[src/rtl/lsu_ctrl.sv]
// Load/store unit controller: turns one pipeline request into native or byte-serial memory accesses.
// Latency: accept -> resp_valid_o at +2 (aligned), +3 (misaligned half), +5 (misaligned word).
// Backpressure: req_ready_o is high only while idle; nothing is queued while a request is in flight.
//
// Ports:
//   clk, rst_i                      clock and synchronous active-high reset
//   req_valid_i/req_ready_o         request handshake; req_we_i, req_addr_i, req_size_i,
//                                   req_unsigned_i, req_wdata_i are latched on acceptance
//   resp_valid_o, resp_data_o       one-cycle completion pulse and load result (0 for stores)
//   mem_rd_en_o, mem_wr_en_o        memory enables, only during the access phase
//   mem_addr_o, mem_wr_data_o       memory byte address and store data
//   mem_load_type_o, mem_store_type_o  access type (LB/LBU/LH/LHU/LW, SB/SH/SW)
//   mem_rd_data_i                   combinational read data from the memory
module lsu_ctrl #(
  parameter int ADDR_W = 8
) (
  input  logic              clk,
  input  logic              rst_i,
  input  logic              req_valid_i,
  output logic              req_ready_o,
  input  logic              req_we_i,
  input  logic [ADDR_W-1:0] req_addr_i,
  input  logic [1:0]        req_size_i,
  input  logic              req_unsigned_i,
  input  logic [31:0]       req_wdata_i,
  output logic              resp_valid_o,
  output logic [31:0]       resp_data_o,
  output logic              mem_rd_en_o,
  output logic              mem_wr_en_o,
  output logic [ADDR_W-1:0] mem_addr_o,
  output logic [31:0]       mem_wr_data_o,
  output logic [2:0]        mem_load_type_o,
  output logic [1:0]        mem_store_type_o,
  input  logic [31:0]       mem_rd_data_i
);

  typedef enum logic [1:0] {
    S_IDLE = 2'd0,
    S_ACC  = 2'd1,
    S_DONE = 2'd2
  } state_t;

  localparam logic [2:0] LT_LB  = 3'b000;
  localparam logic [2:0] LT_LBU = 3'b001;
  localparam logic [2:0] LT_LH  = 3'b010;
  localparam logic [2:0] LT_LHU = 3'b011;
  localparam logic [2:0] LT_LW  = 3'b100;
  localparam logic [1:0] ST_SB  = 2'b00;
  localparam logic [1:0] ST_SH  = 2'b01;
  localparam logic [1:0] ST_SW  = 2'b10;

  state_t              state_q, state_d;
  logic                we_q;
  logic [ADDR_W-1:0]   addr_q;
  logic [1:0]          size_q;
  logic                uns_q;
  logic [31:0]         wdata_q;
  logic [1:0]          idx_q;
  logic [31:0]         result_q;
  logic [31:0]         resp_data_q;

  logic                is_byte, is_half, aligned, last_acc;
  logic [1:0]          last_idx;
  logic [4:0]          byte_sh;
  logic [31:0]         wdata_shifted;
  logic [31:0]         merged;
  logic [31:0]         load_val;
  logic [2:0]          native_load;
  logic [1:0]          native_store;

  // Request classification, all from the latched fields.
  always_comb begin
    is_byte  = (size_q == 2'b00);
    is_half  = (size_q == 2'b01);
    aligned  = is_byte | (is_half & ~addr_q[0]) |
               (~is_byte & ~is_half & (addr_q[1:0] == 2'b00));
    last_idx = is_half ? 2'd1 : 2'd3;
    last_acc = aligned | (idx_q == last_idx);

    native_load  = LT_LW;
    native_store = ST_SW;
    if (is_byte) begin
      native_load  = uns_q ? LT_LBU : LT_LB;
      native_store = ST_SB;
    end else if (is_half) begin
      native_load  = uns_q ? LT_LHU : LT_LH;
      native_store = ST_SH;
    end

    byte_sh       = {idx_q, 3'b000};
    wdata_shifted = wdata_q >> byte_sh;
    // Result with byte idx_q replaced by this cycle's read byte.
    merged = (result_q & ~(32'h0000_00FF << byte_sh)) |
             ({24'b0, mem_rd_data_i[7:0]} << byte_sh);

    // Aligned loads come back already extended by the memory; an assembled
    // half needs its own extension from bit 15.
    if (aligned)
      load_val = mem_rd_data_i;
    else if (is_half)
      load_val = {{16{merged[15] & ~uns_q}}, merged[15:0]};
    else
      load_val = merged;
  end

  // Next state and outputs.
  always_comb begin
    state_d          = state_q;
    req_ready_o      = 1'b0;
    resp_valid_o     = 1'b0;
    mem_rd_en_o      = 1'b0;
    mem_wr_en_o      = 1'b0;
    mem_addr_o       = '0;
    mem_wr_data_o    = '0;
    mem_load_type_o  = '0;
    mem_store_type_o = '0;

    case (state_q)
      S_IDLE: begin
        req_ready_o = 1'b1;
        if (req_valid_i) state_d = S_ACC;
      end
      S_ACC: begin
        // Enables are masked by reset so a reset landing in an access cycle
        // suppresses that cycle's write instead of letting it complete.
        mem_rd_en_o = ~we_q & ~rst_i;
        mem_wr_en_o =  we_q & ~rst_i;
        if (aligned) begin
          mem_addr_o       = addr_q;
          mem_wr_data_o    = wdata_q;
          mem_load_type_o  = native_load;
          mem_store_type_o = native_store;
        end else begin
          mem_addr_o       = addr_q + ADDR_W'(idx_q);
          mem_wr_data_o    = {24'b0, wdata_shifted[7:0]};
          mem_load_type_o  = LT_LBU;
          mem_store_type_o = ST_SB;
        end
        if (last_acc) state_d = S_DONE;
      end
      S_DONE: begin
        resp_valid_o = 1'b1;
        state_d      = S_IDLE;
      end
      default: state_d = S_IDLE;
    endcase
  end

  assign resp_data_o = resp_data_q;

  always_ff @(posedge clk) begin
    if (rst_i) begin
      state_q     <= S_IDLE;
      we_q        <= 1'b0;
      addr_q      <= '0;
      size_q      <= 2'b00;
      uns_q       <= 1'b0;
      wdata_q     <= '0;
      idx_q       <= 2'd0;
      result_q    <= '0;
      resp_data_q <= '0;
    end else begin
      state_q <= state_d;
      case (state_q)
        S_IDLE: begin
          if (req_valid_i) begin
            we_q     <= req_we_i;
            addr_q   <= req_addr_i;
            size_q   <= req_size_i;
            uns_q    <= req_unsigned_i;
            wdata_q  <= req_wdata_i;
            idx_q    <= 2'd0;
            result_q <= '0;
          end
        end
        S_ACC: begin
          if (!aligned) begin
            result_q <= merged;
            idx_q    <= idx_q + 2'd1;
          end
          if (last_acc) resp_data_q <= we_q ? 32'h0 : load_val;
        end
        default: ;
      endcase
    end
  end

endmodule
[config.mk]
export PLATFORM = sky130hd
export DESIGN_NAME = lsu_ctrl
export DESIGN_NICKNAME = d
export VERILOG_FILES = /design/src/rtl/lsu_ctrl.sv
export SDC_FILE = /design/constraint.sdc
export NUM_CORES = 1
export LEC_CHECK = 0
export ABC_AREA = 1
export BUFFER_PORTS_ARGS = -buffer_cell sky130_fd_sc_hd__buf_2
export CORE_AREA = 2 2 177 92
export CTS_BUF_LIST = sky130_fd_sc_hd__clkbuf_4 sky130_fd_sc_hd__clkbuf_8 sky130_fd_sc_hd__clkbuf_16
export CTS_CLUSTER_DIAMETER = 120
export DETAILED_ROUTE_END_ITERATION = 7
export DIE_AREA = 0 0 179 94
export GPL_TIMING_DRIVEN = 0
export PLACE_DENSITY = 0.7
export SLEW_MARGIN = 0
export SYNTH_ARGS = -nofsm -noshare
export SYNTH_HDL_FRONTEND = slang
export SYNTH_SLANG_ARGS = --single-unit
[constraint.sdc]
create_clock -name clk -period 2.9 [get_ports clk]
set_input_delay 0.58 -clock clk [delete_from_list [all_inputs] [get_ports clk]]
set_output_delay 0.58 -clock clk [all_outputs]
set_load 0.005 [all_outputs]
==> results.sh <==
export IMPL_post_dp_hpwl_mm=15.9
export IMPL_startpoint_type="flip-flop"
export IMPL_yosys_area_share_simple=0.308
export IMPL_wl_per_cell_um=16.0
export IMPL_slew_headroom=0.601
export IMPL_finalCriticalPeriod_ns=2.79
export IMPL_combPwrFrac=0.182
export IMPL_firstDrtPassIters=6
export IMPL_cts_tree="yes"
export IMPL_synth_ff_type="dfxtp_1"
export IMPL_p_seq_frac=0.426
export IMPL_grt_ovfl_total=0
export IMPL_num_rows=32
export IMPL_dp_cells=1308
export IMPL_cp_max_fo=15
export IMPL_finalCritPeriodShare=0.961
export IMPL_grt_max_degree=19
export IMPL_io_buffers=158
export IMPL_synth_seq_area_share=0.374
export IMPL_powerDensity_nw_per_um2=536
export IMPL_worst_pin_slew_ns=0.598
export IMPL_status="finished clean"
export IMPL_internal_power_mw=2.84
export IMPL_syn_num_nets=1032
export IMPL_ant_nets=0
export IMPL_max_cap_violations=0
export IMPL_switching_share=0.287
export IMPL_syn_avg_cell_area_um2=6.33
export IMPL_post_place_ws_ns=-0.0283
export IMPL_antenna_found_initial=0
export IMPL_rsz0062_at_grt="yes"
export IMPL_drive_above_1_share=0.197
export IMPL_clkTransAtPathRegs_ns=0.08
export IMPL_whs_ns=0.465
export IMPL_yosys_cell_types_count=28
export IMPL_die_y_um=94
export IMPL_num_antenna_cells=0
export IMPL_postRouteWirelength_mm=21.1
export IMPL_grt_pass1_vias=6526
export IMPL_worstPathArrival_ns=2.21
export IMPL_synth_compound_area_frac=0.194
export IMPL_route_vias_total=6951
export IMPL_gp_congestion=0.930
export IMPL_clk_path_buf_depth=2
export IMPL_finalPower_mw=3.97
export IMPL_post_route_drc_count=0
export IMPL_p_sw_mw=1.14
export IMPL_nets=1200
export IMPL_synth_top_family_by_area="simple AND/OR/NAND/NOR gates"
export IMPL_worst_ep_required_time_ns=2.32
export IMPL_die_x_um=179
export IMPL_track_usage=0.254
export IMPL_synthCells=946
export IMPL_synthXorXnorAreaFrac=0
export IMPL_vias_per_cell=5.25
export IMPL_fmax_mhz=359
export IMPL_core_area_um2=15200
export IMPL_syn_area_um2=5990
export IMPL_htree_levels=3
export IMPL_clock_skew_ns=0.00758
export IMPL_cts_inserted_buffers=9
export IMPL_grt_pass1_wl_mm=33.2
export IMPL_hold_viol=0
export IMPL_layoutNonFillerInstCount=1323
export IMPL_worstSetupPathType="flip-flop to output port"
export IMPL_p_clk_frac=0.393
export IMPL_crit_path_end_kind="output port"
export IMPL_synth_adder_area_share=0.0159
export IMPL_io_pins=160
export IMPL_setup_ws_ns=0.112
export IMPL_final_common_cell="nand2_1"
export IMPL_async_flop_share=0
export IMPL_yosysWarnings=0
export IMPL_yosys_mux_area_fraction=0
export IMPL_clock_latency_ns=0.36
export IMPL_die_area_um2=16800
export IMPL_clock_sinks=112
export IMPL_p_leak_nw=3.42
export IMPL_synth_seq_cells=112
export IMPL_synth_edf_count=0
export IMPL_cts_root_buf="clkbuf_16"
export IMPL_areaGrowthSynthToFinish_pct=23.9
export IMPL_layout_common_cells="221 x nand2_1, 179 x buf_2, 133 x nor2_1"
export IMPL_setup_violations=0
export IMPL_peakVddDrop_mv=0.286
export IMPL_slew_viol_final=0
export IMPL_initial_core_util=0.395
export IMPL_min_path_type="input port to flip-flop"
export IMPL_drtIter0Drc=588
registers in the layout, summed over array words and instances, names as in the netlist:
register and cells:
resp_data_o 32, result_q 32, wdata_q 32, addr_q 8, idx_q 2, size_q 2, state_q 2, uns_q 1
we_q 1
cells in the mapped netlist, types with 3 or more instances:
cell      count  share of area
nor2_1      133          0.083
nor3_1       21          0.018
o21ai_0      99          0.083
nand3_1      71          0.059
inv_1        80          0.050
o211ai_1     16          0.020
nand2_2       3         0.0031
buf_1         4         0.0025
inv_2         4         0.0025
clkbuf_1     34          0.021
nand2_1     221           0.14
ha_1          6          0.013
a21oi_1      95          0.079
buf_4         9          0.011
dfxtp_1     112           0.37
o22ai_1       5         0.0052
buf_2        22          0.018
worst paths after layout:
kind,startpoint,end,slack [ns],cells after the start
setup / recovery,idx_q[1],mem_addr_o[4],0.11,8
hold / removal,req_wdata_i[0],wdata_q[0],0.47,3
setup reg to reg,idx_q[1],resp_data_o[30],0.46,13
hold reg to reg,resp_data_o[9],resp_data_o[9],0.47,2
metrics by stage:
step           instance area, µm²  utilization  setup TNS [ns]
4_1_cts                      7410        0.488               0
2_1_floorplan                5990            -               0
6_report                     7420        0.489               0
3_5_place_dp                 7030        0.464         -0.0525
3_3_place_gp                 7030        0.464         -0.0223
5_1_grt                      7420        0.489         -0.0197
power by group through the flow:
stage               Sequential [mW]  Combinational (mW)  Clock (mW)
global placement               1.72               0.700           0
global route                   1.70               0.810        1.62
CTS                            1.69               0.712        1.56
floorplan                      1.72               0.433           0
detailed placement             1.73               0.709           0
finish                         1.69               0.723        1.56
cell families (layout without fill, tap and decap cells):
group                    count (synthesis)  in the layout
AND/OR/NAND/NOR                        453            453
flip-flops                             112            112
AO/OA/AOI/OAI                          220            220
adder cells (fa/ha/maj)                  7              7
buffers and inverters                  154            327
critical path, stage by stage, from the launching register on:
cell      delay [ns]
dfxtp_2         0.39
clkbuf_4        0.21
inv_2           0.16
fa_1            0.49
nor3_4          0.26
nand3_1         0.10
nand2_1         0.07
nor2_1          0.04
buf_2           0.12
timing repair:
item                                    CTS  global route
endpoints found under the setup margin    5             5
pin swaps                                 0             0
setup buffers                             0             0
cloned                                    0             0
resized for setup                         1             5
hold buffers                              0             0
area by class of cell:
cell class | instances | area [µm²]
buffer | 69 | 330
clock buffer | 10 | 233
clock inverter | 6 | 138
fill | 1572 | 7750
inverter | 84 | 315
multi-input combinational | 680 | 3110
sequential | 112 | 2240
tap | 204 | 255
timing repair buffer | 158 | 791
routing by layer:
| layer | GRT usage | vias to the layer above | wire (µm) |
|---|---|---|---|
| met5 | 0 | - | 0 |
| met4 | 0.0732 | 0 | 328 |
| met3 | 0.0595 | 33 | 1960 |
| met2 | 0.392 | 327 | 9130 |
| met1 | 0.351 | 3202 | 9700 |
| li1 | - | 3389 | - |
(Power assumes the default switching activity.)
